`config.mk`:
```
export PLATFORM = sky130hd
export DESIGN_NAME = systolic_a_feeder
export DESIGN_NICKNAME = d
export VERILOG_FILES = /design/src/rtl/tpu_feeder_pkg.sv /design/src/rtl/feeder_bank.sv /design/src/rtl/systolic_a_feeder.sv
export SDC_FILE = /design/constraint.sdc
export NUM_CORES = 1
export LEC_CHECK = 0
export CORE_ASPECT_RATIO = 1.75
export CORE_UTILIZATION = 60
export CTS_BUF_LIST = sky130_fd_sc_hd__clkbuf_16
export DETAILED_ROUTE_END_ITERATION = 8
export PLACE_DENSITY = 0.8
export SKIP_CTS_REPAIR_TIMING = 1
export SLEW_MARGIN = 25
export SYNTH_ARGS = -nofsm -noshare
export SYNTH_HDL_FRONTEND = slang
export SYNTH_SLANG_ARGS = --single-unit
```
`constraint.sdc`:
```
create_clock -name clk -period 3.45 [get_ports clk]
set_input_delay 1.035 -clock clk [delete_from_list [all_inputs] [get_ports clk]]
set_output_delay 1.035 -clock clk [all_outputs]
set_load 0.05 [all_outputs]
```
`src/rtl/tpu_feeder_pkg.sv`:
```
// Shared constants, FSM state type and step-counter sizing for the A-operand feeder.
package tpu_feeder_pkg;

    localparam int FD_BITS = 8;
    localparam int FD_DIM  = 8;

    typedef enum logic {
        FD_IDLE = 1'b0,
        FD_FEED = 1'b1
    } feeder_state_t;

    // Steps run 0..2*dim-2, so the counter must hold 2*dim-1 distinct values.
    function automatic int step_width(input int dim);
        return $clog2(2 * dim - 1);
    endfunction

endpackage

```
`src/rtl/feeder_bank.sv`:
```
// DIMxDIM operand store: one row write port, combinational skewed-diagonal read at step t.
// Latency: write visible the cycle after wr_en; read is combinational from stored rows.
// Backpressure: none; caller gates wr_en.
module feeder_bank
    import tpu_feeder_pkg::*;
#(
    parameter int BITS = FD_BITS,
    parameter int DIM  = FD_DIM
) (
    input  logic                         clk,
    input  logic                         rst_n,
    input  logic                         wr_en,
    input  logic [$clog2(DIM)-1:0]       wr_row,
    input  logic [DIM*BITS-1:0]          wr_data,
    input  logic [step_width(DIM)-1:0]   step,
    output logic [DIM*BITS-1:0]          col_data
);

    localparam int RW = $clog2(DIM);

    logic [DIM*BITS-1:0] mem [DIM];

    // Row indices at or above DIM match no row, so those writes fall away.
    always_ff @(posedge clk or negedge rst_n) begin
        if (!rst_n) begin
            for (int r = 0; r < DIM; r++) begin
                mem[r] <= '0;
            end
        end else begin
            for (int r = 0; r < DIM; r++) begin
                if (wr_en && (wr_row == RW'(r))) begin
                    mem[r] <= wr_data;
                end
            end
        end
    end

    // Row r emits column t-r; rows with no element on this diagonal stay zero.
    always_comb begin
        col_data = '0;
        for (int r = 0; r < DIM; r++) begin
            for (int c = 0; c < DIM; c++) begin
                if ((r + c) == int'(step)) begin
                    col_data[r*BITS +: BITS] = mem[r][c*BITS +: BITS];
                end
            end
        end
    end

endmodule

```
`src/rtl/systolic_a_feeder.sv`:
```
// Streams a stored DIMxDIM A matrix into the array left edge with per-row skew; FEEDER_PINGPONG_EN adds a shadow bank.
// Latency: first feed vector one cycle after start; 2*DIM-1 valid cycles per matrix.
// Backpressure: none; writes/starts while busy are dropped (single bank) or shadowed/queued one deep (ping-pong).
module systolic_a_feeder
    import tpu_feeder_pkg::*;
#(
    parameter int BITS = FD_BITS,
    parameter int DIM  = FD_DIM
) (
    input  logic                    clk,
    input  logic                    rst_n,
    input  logic                    wr_en,
    input  logic [$clog2(DIM)-1:0]  wr_row,
    input  logic [DIM*BITS-1:0]     wr_data,
    input  logic                    start,
    output logic                    busy,
    output logic                    feed_valid,
    output logic [DIM*BITS-1:0]     feed_data,
    output logic                    feed_done
);

    localparam int              SW   = step_width(DIM);
    localparam logic [SW-1:0]   LAST = SW'(2 * DIM - 2);

    feeder_state_t          state_q;
    feeder_state_t          state_d;
    logic [SW-1:0]          step_q;
    logic [SW-1:0]          step_d;
    logic                   last_step;
    logic                   go;
    logic                   fwd;
    logic [DIM*BITS-1:0]    rd_data;
    logic [DIM*BITS-1:0]    data_d;
    logic                   done_d;
    logic                   run_q;
    logic                   done_q;
    logic [DIM*BITS-1:0]    data_q;

    assign last_step = (state_q == FD_FEED) && (step_q == LAST);

`ifdef FEEDER_PINGPONG_EN
    logic                   bank_q;
    logic                   pend_q;
    logic                   pend_d;
    logic                   rd_sel;
    logic [DIM*BITS-1:0]    bank_rd [2];

    // A queued or coincident start chains the next matrix straight after the last step.
    assign go     = ((state_q == FD_IDLE) && start) || (last_step && (pend_q || start));
    assign rd_sel = go ? ~bank_q : bank_q;
    assign fwd    = go && wr_en && (wr_row == '0);

    for (genvar i = 0; i < 2; i++) begin : g_bank
        feeder_bank #(
            .BITS (BITS),
            .DIM  (DIM)
        ) u_bank (
            .clk      (clk),
            .rst_n    (rst_n),
            .wr_en    (wr_en && (bank_q != 1'(i))),
            .wr_row   (wr_row),
            .wr_data  (wr_data),
            .step     (step_d),
            .col_data (bank_rd[i])
        );
    end

    assign rd_data = bank_rd[rd_sel];

    always_comb begin
        pend_d = pend_q;
        if (go) begin
            pend_d = 1'b0;
        end else if ((state_q == FD_FEED) && start) begin
            pend_d = 1'b1;
        end
    end

    always_ff @(posedge clk or negedge rst_n) begin
        if (!rst_n) begin
            bank_q <= 1'b0;
            pend_q <= 1'b0;
        end else begin
            pend_q <= pend_d;
            if (go) begin
                bank_q <= ~bank_q;
            end
        end
    end
`else
    logic wr_idle;

    assign go      = (state_q == FD_IDLE) && start;
    assign wr_idle = wr_en && (state_q == FD_IDLE);
    assign fwd     = go && wr_en && (wr_row == '0);

    feeder_bank #(
        .BITS (BITS),
        .DIM  (DIM)
    ) u_bank (
        .clk      (clk),
        .rst_n    (rst_n),
        .wr_en    (wr_idle),
        .wr_row   (wr_row),
        .wr_data  (wr_data),
        .step     (step_d),
        .col_data (rd_data)
    );
`endif

    always_ff @(posedge clk or negedge rst_n) begin
        if (!rst_n) begin
            state_q <= FD_IDLE;
            step_q  <= '0;
        end else begin
            state_q <= state_d;
            step_q  <= step_d;
        end
    end

    always_comb begin
        state_d = state_q;
        step_d  = '0;
        case (state_q)
            FD_IDLE: begin
                if (go) begin
                    state_d = FD_FEED;
                end
            end
            FD_FEED: begin
                if (go) begin
                    step_d = '0;
                end else if (last_step) begin
                    state_d = FD_IDLE;
                end else begin
                    step_d = step_q + 1'b1;
                end
            end
            default: state_d = FD_IDLE;
        endcase
    end

    // Step 0 only reads M[0][0]; a same-cycle row-0 write is forwarded so the feed sees it.
    always_comb begin
        data_d = '0;
        done_d = 1'b0;
        if (state_d == FD_FEED) begin
            data_d = rd_data;
            if (fwd) begin
                data_d[BITS-1:0] = wr_data[BITS-1:0];
            end
            done_d = (step_d == LAST);
        end
    end

    always_ff @(posedge clk or negedge rst_n) begin
        if (!rst_n) begin
            run_q  <= 1'b0;
            done_q <= 1'b0;
            data_q <= '0;
        end else begin
            run_q  <= (state_d == FD_FEED);
            done_q <= done_d;
            data_q <= data_d;
        end
    end

    assign busy       = run_q;
    assign feed_valid = run_q;
    assign feed_done  = done_q;
    assign feed_data  = data_q;

endmodule
```
==> results of run 1 <==
[logic make-up (layout without fill, tap and decap cells)]
group | count (synthesis) | count (layout) | synth area share
flops | 582 | 582 | 0.575
fa+ha+maj | 2 | 2 | 0.000987
simple gates | 251 | 251 | 0.0501
compound gates | 429 | 429 | 0.119
buf+inv | 147 | 347 | 0.0274
mux | 513 | 513 | 0.228
other cells | 0 | 6 | 0
[final timing paths]
check	startpoint	end	slack, ns	cells past startpoint
setup / recovery	step_q[1]$_DFF_PN0_	feed_data[43]$_DFF_PN0_	0.09	7
hold / removal	rst_n	u_bank.mem[60]$_DFFE_PN0P_	0.35	1
setup reg to reg	step_q[1]$_DFF_PN0_	feed_data[43]$_DFF_PN0_	0.09	7
hold reg to reg	u_bank.mem[401]$_DFFE_PN0P_	u_bank.mem[401]$_DFFE_PN0P_	0.50	1
max in group asynchronous	rst_n	u_bank.mem[376]$_DFFE_PN0P_	2.11	2
min in group clk	u_bank.mem[401]$_DFFE_PN0P_	u_bank.mem[401]$_DFFE_PN0P_	0.50	1
[report_power, final]
| group | switching, mW | internal, mW | total, mW |
|---|---|---|---|
| Clock | 2.56 | 2.99 | 5.56 |
| Combinational | 8.52 | 5.35 | 13.9 |
| Sequential | 1.81 | 9.78 | 11.6 |
[final cells by class]
type,count,area [um^2]
inverter,8,30.0
clock buffer,53,1330
multi-input combinational,1195,10200
timing repair buffer,248,2410
antenna,6,15.0
clock inverter,38,249
fill,2934,12200
sequential,582,14600
tap,555,694
[routing by layer]
layer | track usage | share of wire | up-vias
met5 | 0 | 0.00054 | -
met4 | 0.353 | 0.093 | 8
met3 | 0.123 | 0.11 | 468
met2 | 0.647 | 0.45 | 1443
met1 | 0.526 | 0.34 | 9785
li1 | - | - | 7515
[synth_stat cells, types with 8 or more instances]
library cell	instances	area (um^2)
nand2_1	47	176
o21ai_0	37	185
a22oi_1	51	383
mux2_2	511	5750
a221o_1	26	260
nor2_1	77	289
a211oi_1	25	188
a31oi_1	11	68.8
a22o_1	26	228
o22ai_1	40	250
nand3_1	63	315
o2bb2ai_1	10	87.6
dfrtp_1	582	14600
a221oi_1	40	350
a21oi_1	104	521
buf_2	63	315
o21ai_1	11	55.1
o211ai_1	9	67.6
o221ai_1	9	78.8
nor3_1	8	40.0
clkbuf_1	59	221
[flip-flops by register name, indices dropped and copies added, names as in the netlist]
signal      count
busy            1
feed_data      64
feed_done       1
step_q          4
u_bank.mem    512
[worst max-delay path, cell delays in order (launching register included)]
cell	delay [ns]
dfrtp_1	0.48
ha_1	0.32
nand2b_1	0.21
o211a_1	0.70
nor3_4	0.26
a221o_1	0.33
a221oi_1	0.66
o22ai_1	0.21
==> impl_results.rst, run 1 <==
.. list-table::
   :header-rows: 1

   * - Metric
     - Value
   * - Outcome
     - finished clean
   * - First-pass GRT wire length
     - 132000 um
   * - Number of unique standard cell types used by synthesis
     - 70
   * - # H-tree levels
     - 2
   * - Power density normalized to cell area
     - 1050 nW/um^2
   * - Cell Area, Synth
     - 25400 um^2
   * - Placed Area
     - 27800 um^2
   * - Finished Layout Cells
     - 2685
   * - Effective utilization at floorplan
     - 0.609
   * - CP max FO
     - 12
   * - Clk_lat worst skew
     - 0.60 ns
   * - First-pass DRT Iterations
     - 6
   * - Area of all placed cells without fillers
     - 29400 um^2
   * - Num CTS Buffers
     - 51
   * - Max Freq
     - 298 MHz
   * - Leading cell type in the layout, fill and taps excluded
     - dfrtp_1
   * - Signal arrival time at the worst endpoint
     - 3.80 ns
   * - Placed instance count
     - 2588
   * - Clock-pin slew on the worst setup and hold paths
     - 0.07 ns
   * - Tot GR Track Use
     - 0.434
   * - Number of cell rows
     - 99
   * - Post-Route Utilization
     - 0.707
   * - Maximum Capacitance Violations
     - 0
   * - Top flip-flop cell by instance count after synthesis
     - dfrtp_1
   * - #FFs+latches synth
     - 582
   * - Sink Count
     - 582
   * - Total Die Area
     - 43100 um^2
   * - Setup Total Neg Slack
     - 0 ns
   * - Pin count of the biggest net entering global routing
     - 101
   * - Most used cells in the layout excluding fill and tap cells
     - dfrtp_1, mux2_2, clkdlybuf4s50_1
   * - Async SR Flop Fraction
     - 1.00
   * - Worst setup margin
     - 0.0924 ns
   * - RSZ-0062 raised after global routing
     - no
   * - Number of warnings issued by yosys
     - 0
   * - Iteration-0 DRC Markers
     - 2334
   * - Antenna violations before repair
     - 9
   * - Antenna Nets Post-Route
     - 0
   * - Sequential share of the synthesized area
     - 0.575
   * - Setup slack after placement
     - 0.305 ns
   * - Overall power of the completed layout
     - 31.0 mW
   * - Final count of negative-setup-slack endpoints
     - 0
   * - CP endpoint kind
     - flop
   * - Max Transition Viols Final
     - 0
   * - Core Region
     - 41600 um^2
   * - Final net count
     - 2159
   * - Aggregate routed wire length
     - 90300 um
   * - Worst hold slack across all endpoints
     - 0.354 ns
   * - Type of the setup path with the least slack
     - reg -> reg
   * - Per-cell via count in the routed design
     - 7.16
   * - Relative area change from synthesis to final layout
     - 16.1%
   * - Routed wire length per instance
     - 33.6 um
   * - Post-synth EDFFs
     - 0
   * - Detailed-route via count
     - 19200
   * - Number of global-route vias before repair
     - 19700
   * - Share of cells above drive strength 1
     - 0.342
   * - Transition time at the pin with the least slew margin
     - 1.03 ns
   * - I/O pins
     - 138
   * - Min-Delay Path Class
     - in -> async
   * - Synthesized net count
     - 1997
   * - Final hold violations
     - 0
   * - Residual DRC
     - 0
   * - Max VDD drop
     - 0.000671 V
   * - Clk root buf
     - clkbuf_16
   * - Gate Count Post-Synth
     - 1924
   * - Required time of the worst setup path
     - 3.89 ns
   * - Worst-case clock skew
     - 0.0152 ns
   * - Setup crit start kind
     - flop
   * - Period utilisation layout
     - 0.973
   * - Gr ovfl total
     - 0
   * - Post-layout minimum cycle time
     - 3.36 ns
   * - Post-synthesis area per instance
     - 13.2 um^2
   * - Leakage power figure
     - 13.8 nW
   * - Die boundary width
     - 157 um
   * - IO Port Bufs
     - 137
   * - Worst-case clock buffer depth
     - 3
   * - Vertical extent of the die
     - 274 um
   * - CTS tree
     - built
   * - Global placer's final weighted congestion
     - 0.972
   * - Max transition margin
     - 0.313
   * - Post-DP HPWL
     - 59600 um
No activity file was read; power rests on OpenSTA's default activity.
==> run 2, diff against run 1 <==
--- a/config.mk
+++ b/config.mk
@@ -11,7 +11,6 @@
 export DETAILED_ROUTE_END_ITERATION = 8
 export PLACE_DENSITY = 0.8
 export SKIP_CTS_REPAIR_TIMING = 1
-export SLEW_MARGIN = 25
 export SYNTH_ARGS = -nofsm -noshare
 export SYNTH_HDL_FRONTEND = slang
 export SYNTH_SLANG_ARGS = --single-unit
==> run 2 against run 1 <==
  * First-iteration DRC count rose by 1.5%
  * Total power about the same
  * Global-route usage stayed put
  * Register-to-register slack barely moved
==> impl_results.rst, run 2 (synthesis gave the netlist of run 1 again) <==
.. list-table::
   :header-rows: 1

   * - Metric
     - Value
   * - Antenna violations before repair
     - 9 (unchanged)
   * - CP max FO
     - 22 (+10)
   * - Pin count of the biggest net entering global routing
     - 101 (unchanged)
   * - Vertical extent of the die
     - 274 um (unchanged)
   * - Final net count
     - 2159 (unchanged)
   * - Detailed-route via count
     - 19200 (-0.15%)
   * - Clock-pin slew on the worst setup and hold paths
     - 0.07 ns (about the same)
   * - Post-layout minimum cycle time
     - 3.34 ns (-0.0128 ns)
   * - First-pass GRT wire length
     - 132000 um (unchanged)
   * - Reg-to-reg endpoint
     - feed_data[49]$_DFF_PN0_
   * - Fill cell instance count of the final layout
     - 2931 (-0.10%)
   * - Relative area change from synthesis to final layout
     - 16.2% (about the same)
   * - Leakage power figure
     - 13.8 nW (unchanged)
   * - Global placer's final weighted congestion
     - 0.972 (unchanged)
   * - Switching power share of the total
     - 0.415 (about the same)
   * - Area of all placed cells without fillers
     - 29400 um^2 (about the same)
   * - Min-Delay Path Class
     - in -> async
   * - Core Region
     - 41600 um^2 (unchanged)
   * - Worst-case clock skew
     - 0.0189 ns (+0.00371 ns)
   * - Clock share of power
     - 0.179 (about the same)
   * - Maximum cell stage delay along the critical path
     - 0.54 ns (-0.16 ns)
   * - Net switching power of the design
     - 12.9 mW (about the same)
   * - R2r worst-path depth
     - 9 (+2)
   * - Setup Total Neg Slack
     - 0 ns (unchanged)
   * - Tot GR Track Use
     - 0.434 (unchanged)
   * - Aggregate routed wire length
     - 90200 um (about the same)
   * - Share of cells above drive strength 1
     - 0.342 (unchanged)
   * - Sink Count
     - 582 (unchanged)
   * - Reg with most FFs
     - u_bank.mem
   * - Residual DRC
     - 0 (unchanged)
   * - Per-cell via count in the routed design
     - 7.14 (-0.26%)
   * - Final count of negative-setup-slack endpoints
     - 0 (unchanged)
   * - CTS tree
     - built
   * - IO Port Bufs
     - 137 (unchanged)
   * - Post-Route Utilization
     - 0.708 (about the same)
   * - # H-tree levels
     - 2 (unchanged)
   * - Max Freq
     - 299 MHz (+0.38%)
   * - Max Transition Viols Final
     - 0 (unchanged)
   * - Clk root buf
     - clkbuf_16
   * - Worst flop-to-flop path startpoint
     - step_q[0]$_DFF_PN0_
   * - RSZ-0062 raised after global routing
     - no
   * - Most used cells in the layout excluding fill and tap cells
     - dfrtp_1, mux2_2, clkdlybuf4s50_1
   * - Worst hold slack across all endpoints
     - 0.362 ns (+0.00817 ns)
   * - Iteration-0 DRC Markers
     - 2369 (+1.5%)
   * - CP endpoint kind
     - flop
   * - Power density normalized to cell area
     - 1050 nW/um^2 (about the same)
   * - Effective utilization at floorplan
     - 0.609 (unchanged)
   * - Setup crit start kind
     - flop
   * - Worst setup slack for register-to-register paths
     - 0.11 ns (about the same)
   * - Total Die Area
     - 43100 um^2 (unchanged)
   * - First-pass DRT Iterations
     - 8 (+2)
   * - Die boundary width
     - 157 um (unchanged)
   * - Number of global-route vias before repair
     - 19700 (unchanged)
   * - List of cells traversed by the critical path
     - inv_1 -> ha_1 -> nand2b_1 -> o211ai_2 -> nand3_4 -> nor2_2 -> buf_4 -> o21ai_1 -> a31oi_1
   * - Outcome
     - finished clean
   * - Reg power frac
     - 0.374 (about the same)
   * - Transition time at the pin with the least slew margin
     - 1.04 ns (+0.0101 ns)
   * - Post-DP HPWL
     - 59600 um (unchanged)
   * - Routed wire length per instance
     - 33.6 um (-0.16%)
   * - I/O pins
     - 138 (unchanged)
   * - Max transition margin
     - 0.306 (-0.00676)
   * - Type of the setup path with the least slack
     - reg -> reg
   * - Number of cell rows
     - 99 (unchanged)
   * - Share of total power in combinational logic
     - 0.447 (about the same)
   * - Clk_lat worst skew
     - 0.60 ns (about the same)
   * - Maximum Capacitance Violations
     - 0 (unchanged)
   * - Num CTS Buffers
     - 51 (unchanged)
   * - Placed Area
     - 27800 um^2 (unchanged)
   * - Antenna Nets Post-Route
     - 0 (unchanged)
   * - Flip-flop count of the largest register after layout
     - 512 (unchanged)
   * - Final hold violations
     - 0 (unchanged)
   * - Signal arrival time at the worst endpoint
     - 3.76 ns (-0.04 ns)
   * - Leading cell type in the layout, fill and taps excluded
     - dfrtp_1
   * - Max VDD drop
     - 0.000673 V (+0.31%)
   * - Period utilisation layout
     - 0.970 (-0.00370)
   * - Cell at the slowest stage of the critical path
     - a31oi_1
   * - Worst-case clock buffer depth
     - 3 (unchanged)
   * - Cell internal power dissipation
     - 18.1 mW (about the same)
   * - Required time of the worst setup path
     - 3.87 ns (-0.02 ns)
   * - Gr ovfl total
     - 0 (unchanged)
-- run 2: cell count changes in the layout (fill, tap and decap cells not counted), sizes merged --
cell | before | now
diode | 6 | 9
-- run 2: stage by stage --
step	setup WS [ns]	std cells	total power, mW
finish	0.105	2688	31.0
global route	0.0554	2679	32.0
CTS	0.248	2679	30.4
floorplan	1.01	1924	19.3
global placement	0.333	2588	24.3
detailed placement	0.305	2588	24.8
-- run 2: final cells by class --
class / instances / area (um^2) / area share
clock buffer: 53 / 1330 / 0.0450
antenna: 9 / 22.5 / 0.000765
timing repair buffer: 248 / 2410 / 0.0818
inverter: 8 / 30.0 / 0.00102
sequential: 582 / 14600 / 0.495
tap: 555 / 694 / 0.0236
clock inverter: 38 / 249 / 0.00846
multi-input combinational: 1195 / 10200 / 0.345
-- run 2: per-layer routing --
layer	track usage	vias up	share of wire
met4	0.353	10	0.089
li1	-	7521	-
met2	0.647	1408	0.46
met5	0	-	0.00073
met3	0.123	458	0.11
met1	0.526	9794	0.34
-- run 2: worst max-delay path by stage --
stage	startpoint	slack [ns]	end
final	step_q[0]$_DFF_PN0_	0.11	feed_data[49]$_DFF_PN0_
after global routing	step_q[1]$_DFF_PN0_	0.06	feed_data[43]$_DFF_PN0_
after detailed placement	step_q[0]$_DFF_PN0_	0.30	feed_data[43]$_DFF_PN0_
after floorplan	step_q[0]$_DFF_PN0_	1.01	feed_data[10]$_DFF_PN0_
after CTS	busy$_DFF_PN0_	0.25	busy
after global placement	step_q[0]$_DFF_PN0_	0.33	feed_data[42]$_DFF_PN0_
-- run 2: worst max-delay path, delay by kind of cell, from the launching register on --
kind	cells	cell delay, ns
buffers and inverters	2	0.38
and+or+nand+nor	3	0.90
AOI/OAI and AO/OA	3	1.17
adders and majority gates	1	0.28
DFF	1	0.43
-- run 2: power groups by stage --
stage               logic, mW  registers (mW)  clock network, mW
floorplan                7.68            11.6                  0
global placement         12.9            11.4                  0
detailed placement       13.2            11.6                  0
CTS                      13.3            11.5               5.57
global route             14.4            11.8               5.82
finish                   13.9            11.6               5.55
